File: src/rtl/display_arbiter.sv
// Round-robin arbiter sharing one 8-digit seven-segment display among 4 sources,
// with a minimum dwell time per owner and optional preemption by source 0.
module display_arbiter #(
  parameter int          DWELL_CYCLES = 100_000_000,
  parameter logic [31:0] IDLE_DIGITS  = 32'h0000_0000,
  parameter bit          PREEMPT0     = 1'b1
) (
  input  logic                            clk,
  input  logic                            rst,
  input  logic [3:0]                      req,
  input  logic [127:0]                    req_digits,
  output logic [3:0]                      grant,
  output logic [31:0]                     digits,
  output logic                            switch_pulse,
  output logic [$clog2(DWELL_CYCLES)-1:0] dwell_left
);

  localparam int            DW     = $clog2(DWELL_CYCLES);
  localparam logic [DW-1:0] RELOAD = DW'(DWELL_CYCLES - 1);
  localparam logic [0:0]    ST_IDLE = 1'b0;
  localparam logic [0:0]    ST_OWN  = 1'b1;

  logic [0:0]    state, nxt_state;
  logic [1:0]    owner, nxt_owner;
  logic [1:0]    last_owner, nxt_last;
  logic [DW-1:0] nxt_dwell;
  logic          nxt_pulse;
  logic [3:0]    others;
  logic [3:0]    cand;
  logic          pick_vld;
  logic [1:0]    pick_idx;

  // Returns {found, index} for the first set candidate after base, wrapping mod 4.
  function automatic logic [2:0] rr_pick(input logic [3:0] c, input logic [1:0] base);
    logic       found;
    logic [1:0] idx;
    logic [1:0] win;
    found = 1'b0;
    win   = 2'd0;
    for (int i = 1; i <= 4; i++) begin
      idx = base + 2'(i);
      if (c[idx] && !found) begin
        found = 1'b1;
        win   = idx;
      end
    end
    return {found, win};
  endfunction

  always_comb begin
    others = req & ~(4'b0001 << owner);
    // The current owner never competes against itself for a switch.
    cand   = (state == ST_OWN) ? others : req;
    {pick_vld, pick_idx} = rr_pick(cand, last_owner);

    nxt_state = state;
    nxt_owner = owner;
    nxt_last  = last_owner;
    nxt_dwell = dwell_left;
    nxt_pulse = 1'b0;

    case (state)
      ST_IDLE: begin
        if (pick_vld) begin
          nxt_state = ST_OWN;
          nxt_owner = pick_idx;
          nxt_dwell = RELOAD;
          nxt_pulse = 1'b1;
        end else begin
          nxt_dwell = '0;
        end
      end
      default: begin
        if (!req[owner]) begin
          nxt_last  = owner;
          nxt_pulse = 1'b1;
          if (pick_vld) begin
            nxt_owner = pick_idx;
            nxt_dwell = RELOAD;
          end else begin
            nxt_state = ST_IDLE;
            nxt_dwell = '0;
          end
        end else if (PREEMPT0 && (owner != 2'd0) && req[0]) begin
          // Remember the interrupted owner so rotation resumes around it.
          nxt_last  = owner;
          nxt_owner = 2'd0;
          nxt_dwell = RELOAD;
          nxt_pulse = 1'b1;
        end else if ((dwell_left == '0) && pick_vld) begin
          nxt_last  = owner;
          nxt_owner = pick_idx;
          nxt_dwell = RELOAD;
          nxt_pulse = 1'b1;
        end else if (dwell_left == '0) begin
          nxt_dwell = RELOAD;
        end else begin
          nxt_dwell = dwell_left - 1'b1;
        end
      end
    endcase
  end

  // Registered outputs: all follow the next-owner decision on the same edge.
  always_ff @(posedge clk) begin
    if (rst) begin
      state        <= ST_IDLE;
      owner        <= 2'd0;
      last_owner   <= 2'd3;
      dwell_left   <= '0;
      switch_pulse <= 1'b0;
      grant        <= 4'b0000;
      digits       <= IDLE_DIGITS;
    end else begin
      state        <= nxt_state;
      owner        <= nxt_owner;
      last_owner   <= nxt_last;
      dwell_left   <= nxt_dwell;
      switch_pulse <= nxt_pulse;
      if (nxt_state == ST_OWN) begin
        grant  <= 4'b0001 << nxt_owner;
        digits <= req_digits[32*int'(nxt_owner) +: 32];
      end else begin
        grant  <= 4'b0000;
        digits <= IDLE_DIGITS;
      end
    end
  end

endmodule

File: config.mk
export PLATFORM = sky130hd
export DESIGN_NAME = display_arbiter
export DESIGN_NICKNAME = d
export VERILOG_FILES = /design/src/rtl/display_arbiter.sv
export SDC_FILE = /design/constraint.sdc
export NUM_CORES = 1
export LEC_CHECK = 0
export CAP_MARGIN = 20
export CORE_ASPECT_RATIO = 1.25
export CORE_MARGIN = 4
export CORE_UTILIZATION = 35
export DETAILED_ROUTE_END_ITERATION = 7
export PLACE_DENSITY = 0.73
export SYNTH_ARGS = -nofsm -noshare
export SYNTH_HDL_FRONTEND = slang
export SYNTH_SLANG_ARGS = --single-unit
File: constraint.sdc
create_clock -name clk -period 4.2 [get_ports clk]
set_clock_uncertainty 0.15 [all_clocks]
set_input_delay 1.26 -clock clk [delete_from_list [all_inputs] [get_ports clk]]
set_output_delay 1.26 -clock clk [all_outputs]
set_load 0.02 [all_outputs]
==> results by group, run 1 <==
Run status
  – Status: finished clean

Yosys
  – Distinct cells, synth: 57
  – Yosys top cell by area: dfxtp_1
  – Ys async rst share: 0%
  – Post-synth top cells: dfxtp_1 (69), mux2i_1 (69), nor2_1 (23), o22ai_1 (23), nand2_1 (21)
  – Post-synthesis sequential area ratio: 37.18%
  – Post-synth EDFFs: 0
  – Net count after synthesis: 521
  – Top_reg_cell synth: dfxtp_1
  – Yosys reg bits: 69
  – Top-area cell type share of the netlist area: 37.18%
  – Top cells by area, synth: dfxtp_1 (37%), mux2i_1 (19%), o22ai_1 (3.9%), xor2_1 (3.5%), o22ai_2 (3.4%)
  – Post-synthesis average cell area: 9.649 µm²
  – Netlist Area Pre-Place: 0.003715 mm²
  – Mapped Cells: 385
  – Synth warnings: 0

Floorplanning
  – Die Y-Extent: 123.2 µm
  – # IOs: 198
  – Core Box Area: 0.01026 mm²
  – Die area: 0.01234 mm²
  – Die width: 100.1 µm
  – Initial core utilization: 36.21%
  – Row count: 41

Global route
  – Total track usage: 19.31%
  – Grt ovf: 0
  – Largest net degree at the start of global routing: 35
  – First-pass GRT wire length: 18640 µm
  – Initial antenna violation count: 0
  – Vias in the first global route: 3802

Detailed routing
  – DR vias: 3646
  – Drt drc: 0
  – Final WL: 12140 µm
  – Drt first pass iters: 4
  – DR iter-0 viols: 61
  – WL per Instance: 16.98 µm
  – Vias per inst: 5.099
  – Final ANT Viol Nets: 0

Clock network
  – Resized cells post-CTS: 0
  – CTS HTree Levels: 3
  – CTS tree: yes
  – Sink Count: 69
  – Clock latency on the worst-skew pair: 330 ps
  – Root Buffer: clkbuf_16
  – Setup bufs post-CTS: 0
  – CTS buffer count: 9
  – Clock transition at path regs: 60 ps
  – Bufs on Longest Clock Path: 2
  – CTS hold repair buffers: 0

Min path
  – Hold WC Path Type: flip-flop to flip-flop

STA
  – Min cycle time layout: 3763 ps
  – RSZ-0062 raised after global routing: no
  – Max Freq: 0.2658 GHz
  – Final max-slew violation count: 0
  – Crit share post-route: 89.59%
  – Setup violators final: 0
  – Hold Fails Final Rpt: 0
  – Worst hold margin: 373.1 ps
  – Worst slew pin tran: 744.4 ps
  – Setup TNS: 0 ps
  – Slew headroom: 49.85%

Place
  – DP Cell Count: 698
  – GP Congestion: 0.8193
  – Post-DP Area: 0.005841 mm²
  – Number of port buffers: 197
  – Post-DP HPWL: 9622 µm

Final layout
  – Cell area after layout: 0.006166 mm²
  – Non-filler cells, final: 715
  – Share of cells above drive strength 1: 8.889%
  – Final Util: 60.10%
  – Total Nets Final: 716
  – Fillers: 879
  – P&R area growth vs syn: 65.98%

Power
  – Pleak: 0.002347 µW
  – Int Pwr: 2306 µW
  – Clock Power Share: 22.6%
  – Part of the power in registers: 27.1%
  – Sw Pwr: 1309 µW
  – Combinational fraction of design power: 50.3%
  – Switching Share: 36.20%
  – P per Cell Area: 586.3 mW/mm²
  – Max VDD drop: 288.6 µV

Job
  – # Max-Cap Violations: 0

Worst setup path
  – CP max stage delay: 500 ps
  – Slowest cell on crit path: clkdlybuf4s50_1
  – Buf/Inv on CP: 3
  – Worst path required time: 4260 ps
  – CP Cell Sequence: clkdlybuf4s50_1 > mux2_4 > o22a_1 > nor3_1 > o221ai_1 > o31ai_4 > buf_12 > buf_12 > mux2i_1 > o22ai_2
  – Worst Path Arrival: 3820 ps
  – Family with the most delay on the worst path: buffers and inverters
  – Setup crit start kind: primary input
  – Crit path top cell by count: buf_12
  – Worst setup EP type: flip-flop
  – Crit Path Max Fanout: 21
  – Crit path kind: primary input to flip-flop
==> cells by family after synthesis <==
family / Yosys count / share of synthesized area [%]
xor gates and xnor gates: 25 / 5.894
muxes: 70 / 19.00
DFF: 69 / 37.18
buffers and inverters: 34 / 5.591
and+or+nand+nor: 96 / 14.62
adders and majority gates: 2 / 0.6735
AOI/OAI and AO/OA: 89 / 17.04
==> cell type report <==
| class | instances | area, µm² | share of cell area, % |
|---|---|---|---|
| diodes | 1 | 2.502 | 0.04058 |
| clock buffers | 9 | 225.2 | 3.653 |
| clock inverters | 7 | 97.59 | 1.583 |
| inverters | 9 | 33.78 | 0.5479 |
| multi-input cells | 282 | 2140 | 34.70 |
| flip-flops and latches | 69 | 1381 | 22.40 |
| well taps | 129 | 161.4 | 2.618 |
| repair buffers | 209 | 2125 | 34.46 |
==> metal layers <==
layer | track usage, % | vias to the layer above | wire, µm
li1 | - | 1795 | -
met3 | 9.537 | 14 | 1398
met4 | 6.066 | 0 | 193
met1 | 20.08 | 1683 | 4449
met2 | 33.96 | 154 | 6100
met5 | 0 | - | 0
==> flip-flops by register name (all words and copies together), names as in the netlist <==
signal	flops
digits	32
dwell_left	27
grant	4
last_owner	2
owner	2
state	1
switch_pulse	1
==> metrics by stage <==
step                      power [µW]  worst slack (ps)
after floorplan                 2115             825.2
after detailed placement        2821             102.6
final                           3615             437.1
after global placement          2793             203.8
after CTS                       3653             442.5
after global routing            3817             261.8
==> worst paths after layout <==
check | startpoint | end | slack [ps] | depth (start not counted)
hold / removal | dwell_left[0]$_SDFF_PP0_ | dwell_left[0]$_SDFF_PP0_ | 370 | 1
setup / recovery | req[3] | digits[12]$_SDFF_PP0_ | 440 | 10
hold reg to reg | dwell_left[0]$_SDFF_PP0_ | dwell_left[0]$_SDFF_PP0_ | 370 | 1
setup reg to reg | owner[0]$_SDFF_PP0_ | digits[12]$_SDFF_PP0_ | 1140 | 9
==> power groups by stage <==
stage                     registers [µW]  clock network [µW]  logic [µW]
final                                980                 817        1820
after global routing                1010                 867        1940
after CTS                            981                 835        1840
after detailed placement             995                   0        1830
after global placement               988                   0        1800
after floorplan                     1190                   0         929
==> layout by cell type, fill, tap and decap left out, types with 2 or more instances in the layout <==
| master | n |
|---|---|
| o22a_1 | 2 |
| nor2b_1 | 7 |
| nand3_1 | 3 |
| clkdlybuf4s50_1 | 197 |
| clkbuf_16 | 9 |
| xnor2_1 | 10 |
| a211o_1 | 2 |
| nand4_1 | 3 |
| a31oi_1 | 2 |
| o221ai_1 | 2 |
| xor2_1 | 15 |
| nor2_1 | 23 |
| buf_12 | 5 |
| buf_4 | 7 |
| bufinv_16 | 2 |
| clkinv_2 | 2 |
| o21ai_0 | 12 |
| and2_1 | 2 |
| a21o_1 | 7 |
| and3_1 | 2 |
| or3_1 | 3 |
| o22ai_2 | 10 |
| o22ai_1 | 23 |
| a311o_1 | 2 |
| nand3b_1 | 2 |
| mux2i_1 | 69 |
| nor4_1 | 4 |
| a21boi_0 | 2 |
| inv_1 | 8 |
| or2_2 | 3 |
| nor3_1 | 9 |
| nand2_1 | 21 |
| ha_1 | 2 |
| dfxtp_1 | 69 |
| a21oi_1 | 18 |
| nand2b_1 | 3 |
No activity file was read; power rests on OpenSTA's default activity.
==> inputs of run 2 (changes only) <==
- SLEW_MARGIN: default -> 20
==> results of run 2 <==
The final DEF is identical to that of run 1; final timing and power are the same.
==> inputs of run 3 (changes only) <==
- CAP_MARGIN: 20 -> default
==> results of run 3 <==
The final DEF is identical to that of run 1; final timing and power are the same.
